[config.mk]
export PLATFORM = sky130hd
export DESIGN_NAME = miriscv_apb_bridge_flat
export DESIGN_NICKNAME = d
export VERILOG_FILES = /design/src/rtl/miriscv_pkg.sv /design/src/rtl/miriscv_apb_pkg.sv /design/src/rtl/miriscv_apb_bridge_if.sv /design/src/rtl/miriscv_apb_bridge.sv /design/src/flat_wrapper.sv
export SDC_FILE = /design/constraint.sdc
export NUM_CORES = 1
export LEC_CHECK = 0
export BUFFER_PORTS_ARGS = -buffer_cell sky130_fd_sc_hd__clkbuf_2
export CAP_MARGIN = 20
export CORE_MARGIN = 3
export CORE_UTILIZATION = 30
export DETAILED_ROUTE_END_ITERATION = 10
export PLACE_DENSITY = 0.56
export SYNTH_ARGS = -nofsm -noshare
export SYNTH_HDL_FRONTEND = slang
export SYNTH_SLANG_ARGS = --single-unit
[constraint.sdc]
create_clock -name clk_i -period 2.9 [get_ports clk_i]
set_clock_uncertainty 0.15 [all_clocks]
set_input_delay 0.58 -clock clk_i [delete_from_list [all_inputs] [get_ports clk_i]]
set_output_delay 0.58 -clock clk_i [all_outputs]
set_load 0.01 [all_outputs]
[src/rtl/miriscv_pkg.sv]
// Core-wide constants shared by the miriscv data path and its peripherals.
package miriscv_pkg;

  localparam int XLEN = 32;

endpackage

[src/rtl/miriscv_apb_pkg.sv]
// Types, defaults and helpers for the miriscv core-to-APB bridge.
package miriscv_apb_pkg;

  import miriscv_pkg::*;

  typedef enum logic [1:0] {
    IDLE   = 2'd0,
    SETUP  = 2'd1,
    ACCESS = 2'd2
  } apb_state_e;

  localparam logic [XLEN-1:0] ERR_RDATA_DEFAULT = 32'hDEAD_BEEF;

  // Width needed to index n items, never less than one bit.
  function automatic int sel_width(input int n);
    return (n > 1) ? $clog2(n) : 1;
  endfunction

endpackage

[src/rtl/miriscv_apb_bridge_if.sv]
// Core data-port and shared APB4 bus bundles used by the miriscv APB bridge.
interface miriscv_core_data_if;

  import miriscv_pkg::*;

  logic            req_i;
  logic            we_i;
  logic [3:0]      be_i;
  logic [XLEN-1:0] addr_i;
  logic [XLEN-1:0] wdata_i;
  logic            rvalid_o;
  logic [XLEN-1:0] rdata_o;
  logic            err_o;
  logic            busy_o;

  modport master (
    output req_i, we_i, be_i, addr_i, wdata_i,
    input  rvalid_o, rdata_o, err_o, busy_o
  );

  modport slave (
    input  req_i, we_i, be_i, addr_i, wdata_i,
    output rvalid_o, rdata_o, err_o, busy_o
  );

endinterface

interface miriscv_apb_if #(
  parameter int NUM_SLAVES = 4,
  parameter int PADDR_W    = 12
);

  import miriscv_pkg::*;

  logic [NUM_SLAVES-1:0]      psel_o;
  logic                       penable_o;
  logic                       pwrite_o;
  logic [PADDR_W-1:0]         paddr_o;
  logic [XLEN-1:0]            pwdata_o;
  logic [3:0]                 pstrb_o;
  logic [XLEN*NUM_SLAVES-1:0] prdata_i;
  logic [NUM_SLAVES-1:0]      pready_i;
  logic [NUM_SLAVES-1:0]      pslverr_i;

  modport master (
    output psel_o, penable_o, pwrite_o, paddr_o, pwdata_o, pstrb_o,
    input  prdata_i, pready_i, pslverr_i
  );

  modport slave (
    input  psel_o, penable_o, pwrite_o, paddr_o, pwdata_o, pstrb_o,
    output prdata_i, pready_i, pslverr_i
  );

endinterface

[src/rtl/miriscv_apb_bridge.sv]
// Bridges the miriscv req/rvalid data port onto a shared APB4 bus with
// SETUP/ACCESS sequencing, wait states, slave errors, unmapped decode and timeout.
module miriscv_apb_bridge
  import miriscv_pkg::*;
  import miriscv_apb_pkg::*;
#(
  parameter int              NUM_SLAVES     = 4,
  parameter int              SEL_LSB        = 12,
  parameter int              PADDR_W        = 12,
  parameter int              TIMEOUT_CYCLES = 255,
  parameter logic [XLEN-1:0] ERR_RDATA      = ERR_RDATA_DEFAULT
) (
  input  logic                 clk_i,
  input  logic                 arstn_i,
  miriscv_core_data_if.slave   core,
  miriscv_apb_if.master        apb
);

  localparam int                 SEL_W    = sel_width(NUM_SLAVES);
  localparam int                 CNT_W    = sel_width(TIMEOUT_CYCLES);
  localparam bit                 TO_EN    = (TIMEOUT_CYCLES != 0);
  localparam logic [CNT_W-1:0]   CNT_LAST = CNT_W'((TIMEOUT_CYCLES > 0) ? TIMEOUT_CYCLES - 1 : 0);

  apb_state_e            state;
  logic [CNT_W-1:0]      cnt;

  logic [SEL_W-1:0]      req_idx;
  logic [NUM_SLAVES-1:0] req_sel;
  logic                  req_mapped;

  logic                  sel_ready;
  logic                  sel_err;
  logic [XLEN-1:0]       sel_rdata;
  logic                  timeout_hit;
  logic                  unused_addr;

  assign req_idx     = core.addr_i[SEL_LSB +: SEL_W];
  assign unused_addr = ^core.addr_i;

  // Out-of-range indices produce an all-zero one-hot, which doubles as the unmapped flag.
  always_comb begin
    req_sel = '0;
    for (int k = 0; k < NUM_SLAVES; k++) begin
      req_sel[k] = (req_idx == SEL_W'(k));
    end
  end

  assign req_mapped = |req_sel;

  // Only the slave currently holding psel is looked at; other slices never reach rdata.
  always_comb begin
    sel_ready = 1'b0;
    sel_err   = 1'b0;
    sel_rdata = '0;
    for (int k = 0; k < NUM_SLAVES; k++) begin
      if (apb.psel_o[k]) begin
        sel_ready = apb.pready_i[k];
        sel_err   = apb.pslverr_i[k];
        sel_rdata = apb.prdata_i[XLEN*k +: XLEN];
      end
    end
  end

  assign timeout_hit  = TO_EN && (cnt == CNT_LAST);
  assign core.busy_o  = (state != IDLE);

  always_ff @(posedge clk_i or negedge arstn_i) begin
    if (!arstn_i) begin
      state         <= IDLE;
      cnt           <= '0;
      core.rvalid_o <= 1'b0;
      core.err_o    <= 1'b0;
      core.rdata_o  <= '0;
      apb.psel_o    <= '0;
      apb.penable_o <= 1'b0;
      apb.pwrite_o  <= 1'b0;
      apb.paddr_o   <= '0;
      apb.pwdata_o  <= '0;
      apb.pstrb_o   <= '0;
    end else begin
      core.rvalid_o <= 1'b0;
      core.err_o    <= 1'b0;
      unique case (state)
        // Request capture and address decode
        IDLE: begin
          if (core.req_i) begin
            if (req_mapped) begin
              state        <= SETUP;
              apb.psel_o   <= req_sel;
              apb.pwrite_o <= core.we_i;
              apb.paddr_o  <= core.addr_i[PADDR_W-1:0];
              apb.pwdata_o <= core.wdata_i;
              apb.pstrb_o  <= core.we_i ? core.be_i : 4'b0000;
            end else begin
              core.rvalid_o <= 1'b1;
              core.err_o    <= 1'b1;
              core.rdata_o  <= core.we_i ? '0 : ERR_RDATA;
            end
          end
        end
        // SETUP phase: select already driven, enable follows next cycle
        SETUP: begin
          state         <= ACCESS;
          apb.penable_o <= 1'b1;
          cnt           <= '0;
        end
        // ACCESS phase: ready on the final cycle takes priority over the timeout
        ACCESS: begin
          if (sel_ready || timeout_hit) begin
            state         <= IDLE;
            cnt           <= '0;
            apb.psel_o    <= '0;
            apb.penable_o <= 1'b0;
            apb.pstrb_o   <= '0;
            core.rvalid_o <= 1'b1;
            if (sel_ready) begin
              core.err_o   <= sel_err;
              core.rdata_o <= apb.pwrite_o ? '0 : (sel_err ? ERR_RDATA : sel_rdata);
            end else begin
              core.err_o   <= 1'b1;
              core.rdata_o <= apb.pwrite_o ? '0 : ERR_RDATA;
            end
          end else begin
            cnt <= cnt + 1'b1;
          end
        end
        default: state <= IDLE;
      endcase
    end
  end

endmodule
[src/flat_wrapper.sv]
// flat-port wrapper written by rule: the top's interface ports become plain ports
module miriscv_apb_bridge_flat import miriscv_pkg::*; import miriscv_apb_pkg::*;
#(
  parameter int              NUM_SLAVES     = 4,
  parameter int              SEL_LSB        = 12,
  parameter int              PADDR_W        = 12,
  parameter int              TIMEOUT_CYCLES = 255,
  parameter logic [XLEN-1:0] ERR_RDATA      = ERR_RDATA_DEFAULT
)
  (clk_i, arstn_i, core_req_i, core_we_i, core_be_i, core_addr_i, core_wdata_i, core_rvalid_o, core_rdata_o, core_err_o, core_busy_o, apb_psel_o, apb_penable_o, apb_pwrite_o, apb_paddr_o, apb_pwdata_o, apb_pstrb_o, apb_prdata_i, apb_pready_i, apb_pslverr_i);
  miriscv_core_data_if core_i ();
  miriscv_apb_if #(.NUM_SLAVES(NUM_SLAVES), .PADDR_W(PADDR_W)) apb_i ();
  input  logic clk_i;
  input  logic arstn_i;
  input wire logic [$bits(core_i.req_i)-1:0] core_req_i;
  input wire logic [$bits(core_i.we_i)-1:0] core_we_i;
  input wire logic [$bits(core_i.be_i)-1:0] core_be_i;
  input wire logic [$bits(core_i.addr_i)-1:0] core_addr_i;
  input wire logic [$bits(core_i.wdata_i)-1:0] core_wdata_i;
  output wire logic [$bits(core_i.rvalid_o)-1:0] core_rvalid_o;
  output wire logic [$bits(core_i.rdata_o)-1:0] core_rdata_o;
  output wire logic [$bits(core_i.err_o)-1:0] core_err_o;
  output wire logic [$bits(core_i.busy_o)-1:0] core_busy_o;
  output wire logic [$bits(apb_i.psel_o)-1:0] apb_psel_o;
  output wire logic [$bits(apb_i.penable_o)-1:0] apb_penable_o;
  output wire logic [$bits(apb_i.pwrite_o)-1:0] apb_pwrite_o;
  output wire logic [$bits(apb_i.paddr_o)-1:0] apb_paddr_o;
  output wire logic [$bits(apb_i.pwdata_o)-1:0] apb_pwdata_o;
  output wire logic [$bits(apb_i.pstrb_o)-1:0] apb_pstrb_o;
  input wire logic [$bits(apb_i.prdata_i)-1:0] apb_prdata_i;
  input wire logic [$bits(apb_i.pready_i)-1:0] apb_pready_i;
  input wire logic [$bits(apb_i.pslverr_i)-1:0] apb_pslverr_i;
  assign core_i.req_i = core_req_i;
  assign core_i.we_i = core_we_i;
  assign core_i.be_i = core_be_i;
  assign core_i.addr_i = core_addr_i;
  assign core_i.wdata_i = core_wdata_i;
  assign core_rvalid_o = core_i.rvalid_o;
  assign core_rdata_o = core_i.rdata_o;
  assign core_err_o = core_i.err_o;
  assign core_busy_o = core_i.busy_o;
  assign apb_psel_o = apb_i.psel_o;
  assign apb_penable_o = apb_i.penable_o;
  assign apb_pwrite_o = apb_i.pwrite_o;
  assign apb_paddr_o = apb_i.paddr_o;
  assign apb_pwdata_o = apb_i.pwdata_o;
  assign apb_pstrb_o = apb_i.pstrb_o;
  assign apb_i.prdata_i = apb_prdata_i;
  assign apb_i.pready_i = apb_pready_i;
  assign apb_i.pslverr_i = apb_pslverr_i;
  miriscv_apb_bridge #(.NUM_SLAVES(NUM_SLAVES), .SEL_LSB(SEL_LSB), .PADDR_W(PADDR_W), .TIMEOUT_CYCLES(TIMEOUT_CYCLES), .ERR_RDATA(ERR_RDATA)) u_core (.clk_i(clk_i), .arstn_i(arstn_i), .core(core_i), .apb(apb_i));
endmodule
==> reports/qor.yml <==
status: "complete, no violations"
worst-path-stages: 5
numPortBuffers: 278
period_minus_slack_ns: 2.58
yosysSeqAreaShare_pct: 50.3
arrival_ns: 2.66
cp_common_cell: "nand2b_1"
coreArea_mm2: 0.0155
ys_warn_count: 0
start_util_pct: 31.4
die_h_um: 134
syn_area_per_cell_um2: 11.7
cp_cell_sequence: "nand2b_1 -> o22ai_1 -> o21a_2 -> nand2b_1 -> o31ai_1"
gp_congestion: 0.817
grt_usage_pct: 16.7
drv_slew: 0
grt_pass1_wl_mm: 23.8
critPathBufInv: 0
critPathLaunchType: "flop"
ant_nets: 0
die_x_um: 134
synth_edf_count: 0
synthTopCellsByArea: "dfrtp_1 (50%), mux2_2 (10%), a22o_1 (5.4%)"
crit_path_start: "u_core.apb.psel_o[3]$_DFFE_PN0P_"
syn_area_mm2: 0.00488
wl_per_cell_um: 16.9
postSynthCellCount: 418
required_ns: 2.98
numCtsBuffers: 9
grt_max_degree: 57
max-vdd-ir-drop_v: 0.000211
cap_violations: 0
synth_nets: 632
leakage_uw: 0.00353
pwr-share-comb_pct: 5.9
rows: 45
antenna_found_initial: 0
async_flop_share_pct: 100
p_sw_uw: 606
grt_overflow: 0
cts_hold_buf: 0
switching_share_pct: 22.0
critPathTopFamily: "compound AO/OA/AOI/OAI gates"
period_share_pct: 88.9
critPathMaxFanout: 26
finalSetupViolCount: 0
fin_area_mm2: 0.00676
drt_pass1_iterations: 4
cts_sinks: 98
root_buffer: "clkbuf_16"
worst_pin_slew_ns: 0.558
rsz0062_at_grt: "false"
cp_slowest_cell: "o21a_2"
fin_util_pct: 43.5
power_density_mw_per_mm2: 407
layout.nets: 894
slew-limit-headroom_pct: 62.8
max-clock-path-buffers: 2
drtIter0Drc: 218
seqPwrFrac_pct: 49.7
clk-insertion-delay-late_ns: 0.34
tritoncts: "done"
crit_type: "reg -> reg"
grt_pass1_vias: 4659
fmax_mhz: 388
synth_top_cell_by_area: "dfrtp_1"
r2r_cells: 5
vias_per_cell: 4.99
slowest_delay_ns: 0.52
hold_violations: 0
synth_flop_cell: "dfrtp_1"
yosysUniqueCellTypes: 48
antennaDiodeCount: 0
die_area_mm2: 0.0178
p_int_uw: 2140
area_growth_pct: 38.5
fin_setup_tns_ns: 0
cts_resized: 0
path_clk_slew_ns: 0.07
hold_path.class: "in -> async"
synth-seq-cells: 98
wl_mm: 15.2
io-pin-count: 297
synth_top_area_share_pct: 50.3
end_kind: "flop"
reg2reg_from: "u_core.apb.psel_o[3]$_DFFE_PN0P_"
dpl_cell_area_mm2: 0.00645
place_hpwl_mm: 11.8
vias: 4468
postCtsSetupBuffers: 0
ctsHtreeMaxLevel: 3
drive_above_1_share_pct: 52.6
pwr-share-clk_pct: 44.4
drc: 0
-- logic make-up after synthesis --
family          count (synthesis)  synth area share, %
fa+ha+maj                       6                 1.54
simple gates                   95                 10.5
flops                          98                 50.3
mux                            48                 11.0
xor+xnor                        2                0.359
buf+inv                        47                 4.39
compound gates                122                 21.9
-- through the flow --
| step | std cells | worst slack, ns | total power [uW] | hold WS [ns] |
|---|---|---|---|---|
| final | 896 | 0.321 | 2750 | 0.0684 |
| after global routing | 896 | 0.124 | 2880 | 0.107 |
| after CTS | 896 | 0.321 | 2820 | 0.0771 |
| after detailed placement | 880 | 0.187 | 1560 | 0.324 |
| after global placement | 880 | 0.335 | 1550 | 0.314 |
| after floorplan | 418 | 0.812 | 1400 | 0.134 |
-- synth_stat cells (2+ instances only) --
master     n
dfrtp_1   98
mux2_2    45
nand2_1   39
a22o_1    30
o311ai_1  27
clkbuf_1  25
nor2b_1   25
a221oi_1  24
inv_1      9
a221o_1    8
o221ai_1   8
o31ai_1    8
nor2_1     7
ha_1       6
nand2b_1   6
nand3_1    6
buf_2      5
buf_6      3
a21oi_1    2
a32o_1     2
and3_1     2
buf_4      2
mux2i_1    2
nand4_1    2
nor3b_4    2
o21ai_0    2
o21ai_1    2
-- cell type report --
class                           instances  area [um2]
Sequential cell                        98        2450
Tap cell                              211         264
Inverter                               11        41.3
Clock buffer                            9         225
Fill cell                            1515        8780
Timing Repair Buffer                  287        1470
Multi-Input combinational cell        273        2220
Clock inverter                          7        83.8
-- cell usage in the layout (no fill, tap or decap), types with 2 or more instances in the layout --
cell       Yosys  final
clkbuf_16      0      9
nor3b_4        2      2
ha_1           6      6
a22o_1        30     30
mux2_2        45     45
a32o_1         2      2
o311ai_1      27     27
mux2i_1        2      2
and3_1         2      2
o31ai_1        8      8
a221oi_1      24     24
buf_4          2      9
dfrtp_1       98     97
a21oi_1        2      2
nand4_1        2      2
nand2_1       39     38
nand3_1        6      6
nand2b_1       6      6
nor2_1         7      7
clkbuf_2       1    277
o21ai_0        2      2
nor2b_1       25     24
o21ai_1        2      2
o221ai_1       8      8
a221o_1        8      8
inv_1          9      9
inv_6          0      3
-- registers in the layout, indices dropped and copies added, names as in the netlist --
name / cells
u_core.core.err_o: 1
u_core.apb.psel_o: 4
u_core.apb.pstrb_o: 4
u_core.apb.pwrite_o: 1
u_core.apb.pwdata_o: 32
u_core.apb.penable_o: 1
u_core.apb.paddr_o: 12
u_core.state: 2
u_core.cnt: 8
u_core.core.rdata_o: 32
u_core.core.rvalid_o: 1
-- final timing paths --
| kind | endpoint | slack (ns) |
|---|---|---|
| setup / recovery | u_core.core.rdata_o[8]$_DFFE_PN0P_ | 0.32 |
| hold / removal | u_core.core.rdata_o[22]$_DFFE_PN0P_ | 0.07 |
| setup reg to reg | u_core.core.rdata_o[8]$_DFFE_PN0P_ | 0.32 |
| hold reg to reg | u_core.apb.penable_o$_DFFE_PN0P_ | 0.33 |
| max in group asynchronous | u_core.apb.psel_o[3]$_DFFE_PN0P_ | 1.79 |
| min in group clk_i | u_core.apb.pstrb_o[3]$_DFFE_PN0P_ | 0.31 |
-- power groups by stage --
stage          logic [uW]  registers, uW  clock network, uW
2_1_floorplan        2.47           1390                  0
3_3_place_gp          161           1390                  0
3_5_place_dp          164           1390                  0
4_1_cts               165           1370               1290
5_1_grt               181           1360               1330
6_report              162           1370               1220
-- layer usage --
layer  up-vias  routed length [um]  global-route usage, %
met4         0                 323                   6.80
met1      2109                5970                   19.4
li1       2126                   -                      -
met2       211                7550                   29.2
met3        22                1310                   4.57
met5         -                   0                      0
Note: power is estimated with default switching activity, not from simulation.
